`config.mk`:
```
export PLATFORM = sky130hd
export DESIGN_NAME = aes_rr_arb3
export DESIGN_NICKNAME = d
export VERILOG_FILES = /design/src/rtl/aes_arb_pkg.sv /design/src/rtl/aes_rr_pick3.sv /design/src/rtl/aes_rr_arb3.sv
export SDC_FILE = /design/constraint.sdc
export NUM_CORES = 1
export LEC_CHECK = 0
export CELL_PAD_IN_SITES_DETAIL_PLACEMENT = 1
export CELL_PAD_IN_SITES_GLOBAL_PLACEMENT = 1
export CORE_MARGIN = 3
export CORE_UTILIZATION = 33
export DETAILED_ROUTE_END_ITERATION = 8
export PLACE_DENSITY_LB_ADDON = 0.05
export SYNTH_ARGS = -nofsm -noshare
export SYNTH_HDL_FRONTEND = slang
export SYNTH_SLANG_ARGS = --single-unit
```
`constraint.sdc`:
```
create_clock -name CLK -period 1.5 [get_ports CLK]
set_input_delay 0.15 -clock CLK [delete_from_list [all_inputs] [get_ports CLK]]
set_output_delay 0.15 -clock CLK [all_outputs]
set_load 0.005 [all_outputs]
```
`src/rtl/aes_arb_pkg.sv`:
```
// Shared types and helpers for the three-requester AES engine arbiter.
// Optional feature macro used by the arbiter top: ARB_TIMEOUT_EN.
package aes_arb_pkg;

   localparam int NREQ  = 3;
   localparam int SEL_W = 2;

   typedef enum logic [1:0] {
      IDLE  = 2'd0,
      START = 2'd1,
      WAIT  = 2'd2
   } arb_state_e;

   // Binary requester index to one-hot grant vector; out-of-range gives zero.
   function automatic logic [NREQ-1:0] onehot3(input logic [SEL_W-1:0] idx);
      logic [NREQ-1:0] oh;
      oh = '0;
      case (idx)
         2'd0:    oh = 3'b001;
         2'd1:    oh = 3'b010;
         2'd2:    oh = 3'b100;
         default: oh = '0;
      endcase
      return oh;
   endfunction

endpackage

```
`src/rtl/aes_rr_pick3.sv`:
```
// Combinational rotate-priority picker: the first set request found after
// LAST, scanning LAST+1, LAST+2, LAST+3 modulo 3, wins.
module aes_rr_pick3
   import aes_arb_pkg::*;
(
   input  logic [NREQ-1:0]  REQ,
   input  logic [SEL_W-1:0] LAST,
   output logic             VALID,
   output logic [SEL_W-1:0] PICK
);

   assign VALID = |REQ;

   // Walk the circular order starting just after the last winner.
   always_comb begin
      logic found;
      found = 1'b0;
      PICK  = '0;
      for (int i = 1; i <= NREQ; i++) begin
         if (!found && REQ[(int'(LAST) + i) % NREQ]) begin
            PICK  = SEL_W'((int'(LAST) + i) % NREQ);
            found = 1'b1;
         end
      end
   end

endmodule

```
`src/rtl/aes_rr_arb3.sv`:
```
// Round-robin arbiter/sequencer for the shared AES-128 round engine.
// Grants one of key-expansion / encrypt / decrypt, pulses START, holds the
// grant until DONE, acknowledges the winner and rotates priority.
// Optional macro ARB_TIMEOUT_EN adds a WAIT watchdog and the ERR output.
module aes_rr_arb3 #(
   parameter int TIMEOUT_CYC = 64,
   parameter int CNT_W       = 7
) (
   input  logic       CLK,
   input  logic       RSTB,
   input  logic [2:0] REQ,
   output logic [2:0] GNT,
   output logic [1:0] SEL,
   output logic       START,
   input  logic       DONE,
   output logic [2:0] ACK,
`ifdef ARB_TIMEOUT_EN
   output logic       ERR,
`endif
   output logic       BUSY
);

   import aes_arb_pkg::*;

   // The watchdog counter must be able to represent TIMEOUT_CYC.
   if ((2 ** CNT_W) <= TIMEOUT_CYC || TIMEOUT_CYC < 1) begin : g_cfg_check
      $error("aes_rr_arb3: CNT_W too narrow for TIMEOUT_CYC");
   end

   arb_state_e       state_q, state_d;
   logic [NREQ-1:0]  gnt_q,   gnt_d;
   logic [SEL_W-1:0] sel_q,   sel_d;
   logic [SEL_W-1:0] last_q,  last_d;
   logic [NREQ-1:0]  ack_q,   ack_d;
   logic             start_q, start_d;
   logic             pick_valid;
   logic [SEL_W-1:0] pick_idx;
`ifdef ARB_TIMEOUT_EN
   logic [CNT_W-1:0] cnt_q,   cnt_d;
   logic             err_q,   err_d;
`endif

   aes_rr_pick3 u_pick (
      .REQ   (REQ),
      .LAST  (last_q),
      .VALID (pick_valid),
      .PICK  (pick_idx)
   );

   // Next-state and registered-output logic; ACK/START/ERR default to idle pulses.
   always_comb begin
      state_d = state_q;
      gnt_d   = gnt_q;
      sel_d   = sel_q;
      last_d  = last_q;
      ack_d   = '0;
      start_d = 1'b0;
`ifdef ARB_TIMEOUT_EN
      cnt_d   = cnt_q;
      err_d   = 1'b0;
`endif
      case (state_q)
         aes_arb_pkg::IDLE: begin
            // DONE is ignored here, so stray completions never produce ACK.
            if (pick_valid) begin
               gnt_d   = onehot3(pick_idx);
               sel_d   = pick_idx;
               start_d = 1'b1;
               state_d = aes_arb_pkg::START;
            end
         end
         aes_arb_pkg::START: begin
            // Engine latency is at least one cycle, so DONE here is stale.
            state_d = aes_arb_pkg::WAIT;
`ifdef ARB_TIMEOUT_EN
            cnt_d   = '0;
`endif
         end
         aes_arb_pkg::WAIT: begin
            if (DONE) begin
               ack_d   = gnt_q;
               gnt_d   = '0;
               last_d  = sel_q;
               state_d = aes_arb_pkg::IDLE;
            end
`ifdef ARB_TIMEOUT_EN
            else if (cnt_q == CNT_W'(TIMEOUT_CYC - 1)) begin
               // Abort the hung operation and move on in normal rotation.
               err_d   = 1'b1;
               gnt_d   = '0;
               last_d  = sel_q;
               state_d = aes_arb_pkg::IDLE;
            end else begin
               cnt_d   = cnt_q + CNT_W'(1);
            end
`endif
         end
         default: begin
            gnt_d   = '0;
            state_d = aes_arb_pkg::IDLE;
         end
      endcase
   end

   // State and output registers; reset leaves requester 0 with top priority.
   always_ff @(posedge CLK or negedge RSTB) begin
      if (!RSTB) begin
         state_q <= aes_arb_pkg::IDLE;
         gnt_q   <= '0;
         sel_q   <= '0;
         last_q  <= 2'd2;
         ack_q   <= '0;
         start_q <= 1'b0;
`ifdef ARB_TIMEOUT_EN
         cnt_q   <= '0;
         err_q   <= 1'b0;
`endif
      end else begin
         state_q <= state_d;
         gnt_q   <= gnt_d;
         sel_q   <= sel_d;
         last_q  <= last_d;
         ack_q   <= ack_d;
         start_q <= start_d;
`ifdef ARB_TIMEOUT_EN
         cnt_q   <= cnt_d;
         err_q   <= err_d;
`endif
      end
   end

   assign GNT   = gnt_q;
   assign SEL   = sel_q;
   assign START = start_q;
   assign ACK   = ack_q;
   assign BUSY  = (state_q != aes_arb_pkg::IDLE);
`ifdef ARB_TIMEOUT_EN
   assign ERR   = err_q;
`endif

endmodule

```
# == After elaboration in Yosys (flattened, before gate mapping) ==
# Cells that the tools add are included.
# W data, S select, Z words.
# totals
regBits,13
latch_bits,0
mem_bits_rw,0
mem_bits_ro,0
inputBits,6
output_inout_bits,10
mem_count,0
# classes
n_addsub,3
multipliers,0
div,3
n_lt_le_gt_ge,3
n_eq_ne,6
shift,0
mux,25
n_bitwise,1
n_reduce_logical,12
# ops
op,count
$lt A32 B4 Y1 const B,3
$mod A32 B3 Y32 const B,3
$pmux W3 S3,2
$mux W3,4
$mux W1,10
$mux W2,5
$add A2 B2 Y3 const B,2
$bmux W1 S2,3
$pmux W2 S3,1
$reduce_and A2 Y1,3
$eq A2 B1 Y1 const B,2
$eq A2 B2 Y1 const B,2
$logic_not A2 Y1,2
$ne A2 B2 Y1 const B,2
$add A2 B1 Y3 const B,1
$reduce_and A3 Y1,1
$reduce_or A3 Y1,1
$logic_and A1 B1 Y1,2
$logic_not A1 Y1,2
$reduce_bool A2 Y1,1
$not A1 Y1,1

# == Depth between registers and ports, before layout ==
# depth
ltp_word,16
mapped_depth,6
depth_no_buf,6

# == Hierarchy ==
# From an unflattened synthesis, not the netlist that was laid out.
# unflattened
hier_cells,56
hier_area_um2,638.1
# by_module_without_submodules
mod,instances,cells_each,area_per_inst_um2
aes_rr_arb3,1,42,533.0
aes_rr_pick3,1,14,105.1

# == Worst setup path after synthesis ==
# No wires, ideal clock.
# synth_path
path_kind,register to register
startpoint,reg last_q[1]
endpoint,"reg sel_q[0], in the netlist SEL[0]"
setup_ns,0.125
arrival_time_ns,1.467
t_required_ns,1.375
slack_ns,-0.092
stages_incl_launch_ff,5
path_buffers,0
cell_sequence,dfstp_2 ha_1 o311ai_0 nor3_1 mux2_4
# synth_between
elab_chain_len,12
elab_cells_between_ends,24
classes_between,add/sub: 3; div: 3; mux: 14; reduce/logical: 4
# synth_lines
item,line_no,source
from (decl),aes_rr_arb3.sv:33,"logic [SEL_W-1:0] last_q, last_d;"
from (signal assigned),aes_rr_arb3.sv:122,last_q <= last_d;
$add A2 B1 Y3,"aes_rr_pick3.sv:20, aes_rr_pick3.sv:21",
$mod A32 B3 Y32,"aes_rr_pick3.sv:20, aes_rr_pick3.sv:21",
$bmux W1 S2,aes_rr_pick3.sv:20,if (!found && REQ[(int'(LAST) + i) % NREQ]) begin
$mux W1 (implied by the code) (2 in series),aes_rr_pick3.sv:20,
$mux W1,aes_rr_pick3.sv:20,
$logic_not A1 Y1,aes_rr_pick3.sv:20,
$logic_and A1 B1 Y1,aes_rr_pick3.sv:20,
$mux W1,aes_rr_pick3.sv:20,
$logic_not A1 Y1,aes_rr_pick3.sv:20,
$logic_and A1 B1 Y1,aes_rr_pick3.sv:20,
$mux W2 *,aes_rr_pick3.sv:20,
to (signal assigned),aes_rr_arb3.sv:121,sel_q <= sel_d;
to (decl),aes_rr_arb3.sv:32,"logic [SEL_W-1:0] sel_q, sel_d;"
# Every way passes the cells marked *; elsewhere a longest branch is shown, timed or not. The select of a mux whose other input is x is not followed.
# A chain may end at the register's enable or synchronous reset.

# == Worst setup path after layout ==
# layout_path
startpoint,reg last_q[1]
endpoint,"reg sel_q[1], in the netlist SEL[1]"
# Same word-level chain as after synthesis.

==> results.md <==
* Post-synth ARST share at 1.000
* Share of the yosys chip area belonging to registers at 0.4953
* Overall fraction of global-route tracks in use at 0.1249
* Worst Path Buf+Inv at 0
* Width of the die at between 50 and 60 um
* Die Area at approximately 2600 sq um
* Via count of the first global-routing pass at 485
* Global-route wire length before repair at about 2300 um
* WL final at around 1300 um
* Nets at between 80 and 90
* Max-slew violation count at 0
* Crit path max-delay family: flip-flops
* Cts bufs inserted at 3
* Layout-stage area growth over the synthesis result at 44.02%
* Flops & latches, synth at 13
* Worst reg-to-reg path cell count at 3
* # H-tree levels at 1
* Clock Sinks at 13
* Largest net degree at the start of global routing at 14
* Fill cell count at a little over 200
* Critical path required time at 1660 ps
* Hold_ws at ~190 ps
* Sum of net half-perimeters after detailed placement at between 1000 and 1500 um
* Actual transition at the worst max-transition pin at 269.5 ps
* Length of the first detailed-routing pass in iterations at 2
* Crit path kind: reg -> reg
* Synthesized cell area at about 660 sq um
* Cell at the root of the clock tree: sky130_fd_sc_hd__clkbuf_4
* CTS clk-pin slew, worst paths at 80 ps
* Setup skew after layout at roughly 0.7 ps
* Maximum Capacitance Violations at 0
* Slowest cell on the critical path: sky130_fd_sc_hd__dfstp_2
* Core Util, Final at 0.5271
* Via count of the routed design at ~480
* Syn_nets at slightly above 60
* Placeable core area at about 1800 sq um
* Clock period minus final worst setup slack at roughly 1600 ps
* Fraction of the cycle the final worst path needs at 1.035
* EDFF count, synth at 0
* Total of warnings raised by yosys at 0
* Final count of negative-setup-slack endpoints at 4
* Worst setup margin at -52.97 ps
* Initial antenna violation count at 0
* Hold bufs inserted after CTS at 0
* Placer's final routability congestion estimate at 0.8166
* Vert. Die Dim at 50.70 um
* Startpoint of the worst setup timing path: last_q[1]$_DFFE_PN1P_
* Total global routing overflow at 0
* Synth Instances at 53
* Cell area after placement at ~900 sq um
* Failing checks: negative setup slack
* Dominant register cell in the synthesized netlist: sky130_fd_sc_hd__dfrtp_1
* Number of I/O pins at 16
* Number of different library cells in the post-synthesis netlist at 27
* Final Hold Violating Endpoints at 0
* RSZ-0062 raised after global routing: yes
* Endpoint of the lowest-slack register-to-register path: SEL[1]$_DFFE_PN0P_
* Slack of the worst reg-to-reg path at -50 ps
* Wire length per cell after detailed routing at around 13 um
* Maximum fanout along the worst path at 5
* Critical path's largest stage delay at approximately 560 ps
* Post-synthesis cell type with the largest combined area: sky130_fd_sc_hd__dfrtp_1
* Area of all placed cells without fillers at approximately 950 sq um
* Starting Density at 0.3660
* Startpoint class of the critical path: flop
* Signal arrival time at the worst endpoint at between 1500 and 2000 ps
* Run status: finished, violations left
* Category of the worst setup path capture point: flop
* Final antenna diode count at 0
* Max Freq at approximately 640 MHz
* Max_slew headroom at 0.8197
* Clk_lat worst skew at approximately 270 ps
* Total power per unit cell area at 1897 nW/um^2
* Area share of the leading cell type in the synthesized netlist at 0.4554
* Layout cell share with drive strength beyond 1 at 0.3421
* Detail Route Antenna Nets at 0
* Std-Cell Rows at 15
* Maximum count of clock buffers along a single path at 2
* Total negative slack at -154.3 ps
* Class of the tightest hold or removal check: in -> async
* DRC errors left at 0
* Worst reg2reg path startpoint: last_q[1]$_DFFE_PN1P_
* Post-place setup slack at -43.39 ps
* Leading cell types by total area after synthesis: sky130_fd_sc_hd__dfrtp_1, sky130_fd_sc_hd__ha_1, sky130_fd_sc_hd__mux2_4
* Avg Cell Area, Syn at 12.44 sq um
* Leak pwr at between 0.4 and 0.5 nW
* Iter 0 DRT Violations at 3
* CTS tree: yes
* Vias per inst at between 4 and 5
* Crit-path cells: ha_4, o311a_4, mux2_4
* Number of port buffers at 15
* Largest vdd supply drop at about 0.82 mV
[cell families (layout without fill, tap and decap cells)]
| family | after synthesis | count (layout) | share of synthesized area |
|---|---|---|---|
| multiplexers | 3 | 3 | 0.06262 |
| AND/OR/NAND/NOR | 16 | 16 | 0.1765 |
| buffers and inverters | 6 | 29 | 0.04554 |
| AO/OA/AOI/OAI | 12 | 12 | 0.1632 |
| flip-flops | 13 | 13 | 0.4953 |
| adder cells (fa/ha/maj) | 3 | 3 | 0.05693 |
[synthesized netlist by cell type, drive strengths merged, types with 2 or more instances]
library cell	n
inv	5
o21ai	3
and2	3
dfrtp	12
a22o	2
ha	3
nand2	4
nor3	3
nor2	3
mux2	3
[sequential cells by signal, summed over array words and instances (netlist names)]
signal	flops
GNT	3
SEL	2
ACK	3
state_q	2
START	1
last_q	2
[per-layer routing]
metal | GRT usage | wire length (um)
met4 | 0.08072 | 31
met2 | 0.1696 | 561
met5 | 0 | 0
met1 | 0.1670 | 637
met3 | 0.04154 | 83
[how the worst max path moves through the flow]
stage | end | cells past startpoint
final | SEL[1]$_DFFE_PN0P_ | 3
after global routing | GNT[0]$_DFFE_PN0P_ | 3
after CTS | SEL[1]$_DFFE_PN0P_ | 3
after detailed placement | SEL[1]$_DFFE_PN0P_ | 4
after global placement | SEL[0]$_DFFE_PN0P_ | 5
after floorplan | SEL[1]$_DFFE_PN0P_ | 4
[area by class of cell]
type,instances,area [sq um],area share
repair buffers,20,186.4,0.1963
multi-input cells,34,360.3,0.3794
well taps,25,31.28,0.03294
inverters,5,18.77,0.01976
clock buffers,4,26.28,0.02767
flip-flops and latches,13,326.6,0.3439
[cells in the final DEF, fill, tap and decap left out, types with 2 or more instances in the layout]
cell type	instances
sky130_fd_sc_hd__a22o_1	2
sky130_fd_sc_hd__and2_1	3
sky130_fd_sc_hd__buf_4	5
sky130_fd_sc_hd__clkbuf_4	3
sky130_fd_sc_hd__clkdlybuf4s50_1	14
sky130_fd_sc_hd__dfrtp_1	12
sky130_fd_sc_hd__ha_4	3
sky130_fd_sc_hd__inv_1	4
sky130_fd_sc_hd__mux2_4	2
sky130_fd_sc_hd__nand2_1	4
sky130_fd_sc_hd__nor2_1	2
sky130_fd_sc_hd__nor3_2	2
sky130_fd_sc_hd__o21ai_1	2
[power by group]
group | switching [mW] | total [mW] | internal, mW
logic | 0.430 | 1.01 | 0.576
clock network | 0.110 | 0.213 | 0.103
registers | 0.0946 | 0.581 | 0.487
[per-stage QoR]
stage	instances	total power, mW
3_5_place_dp	96	1.542
6_report	101	1.801
3_3_place_gp	96	1.522
4_1_cts	101	1.810
5_1_grt	101	1.932
2_1_floorplan	53	1.220
[timing repair]
item / in CTS / in global routing
gates cloned: 0 / 0
buffers inserted: 1 / 0
endpoints found under the setup margin: 6 / 5
gates resized for setup: 3 / 1
pin swaps: 3 / 0
No activity file was read; power rests on OpenSTA's default activity.
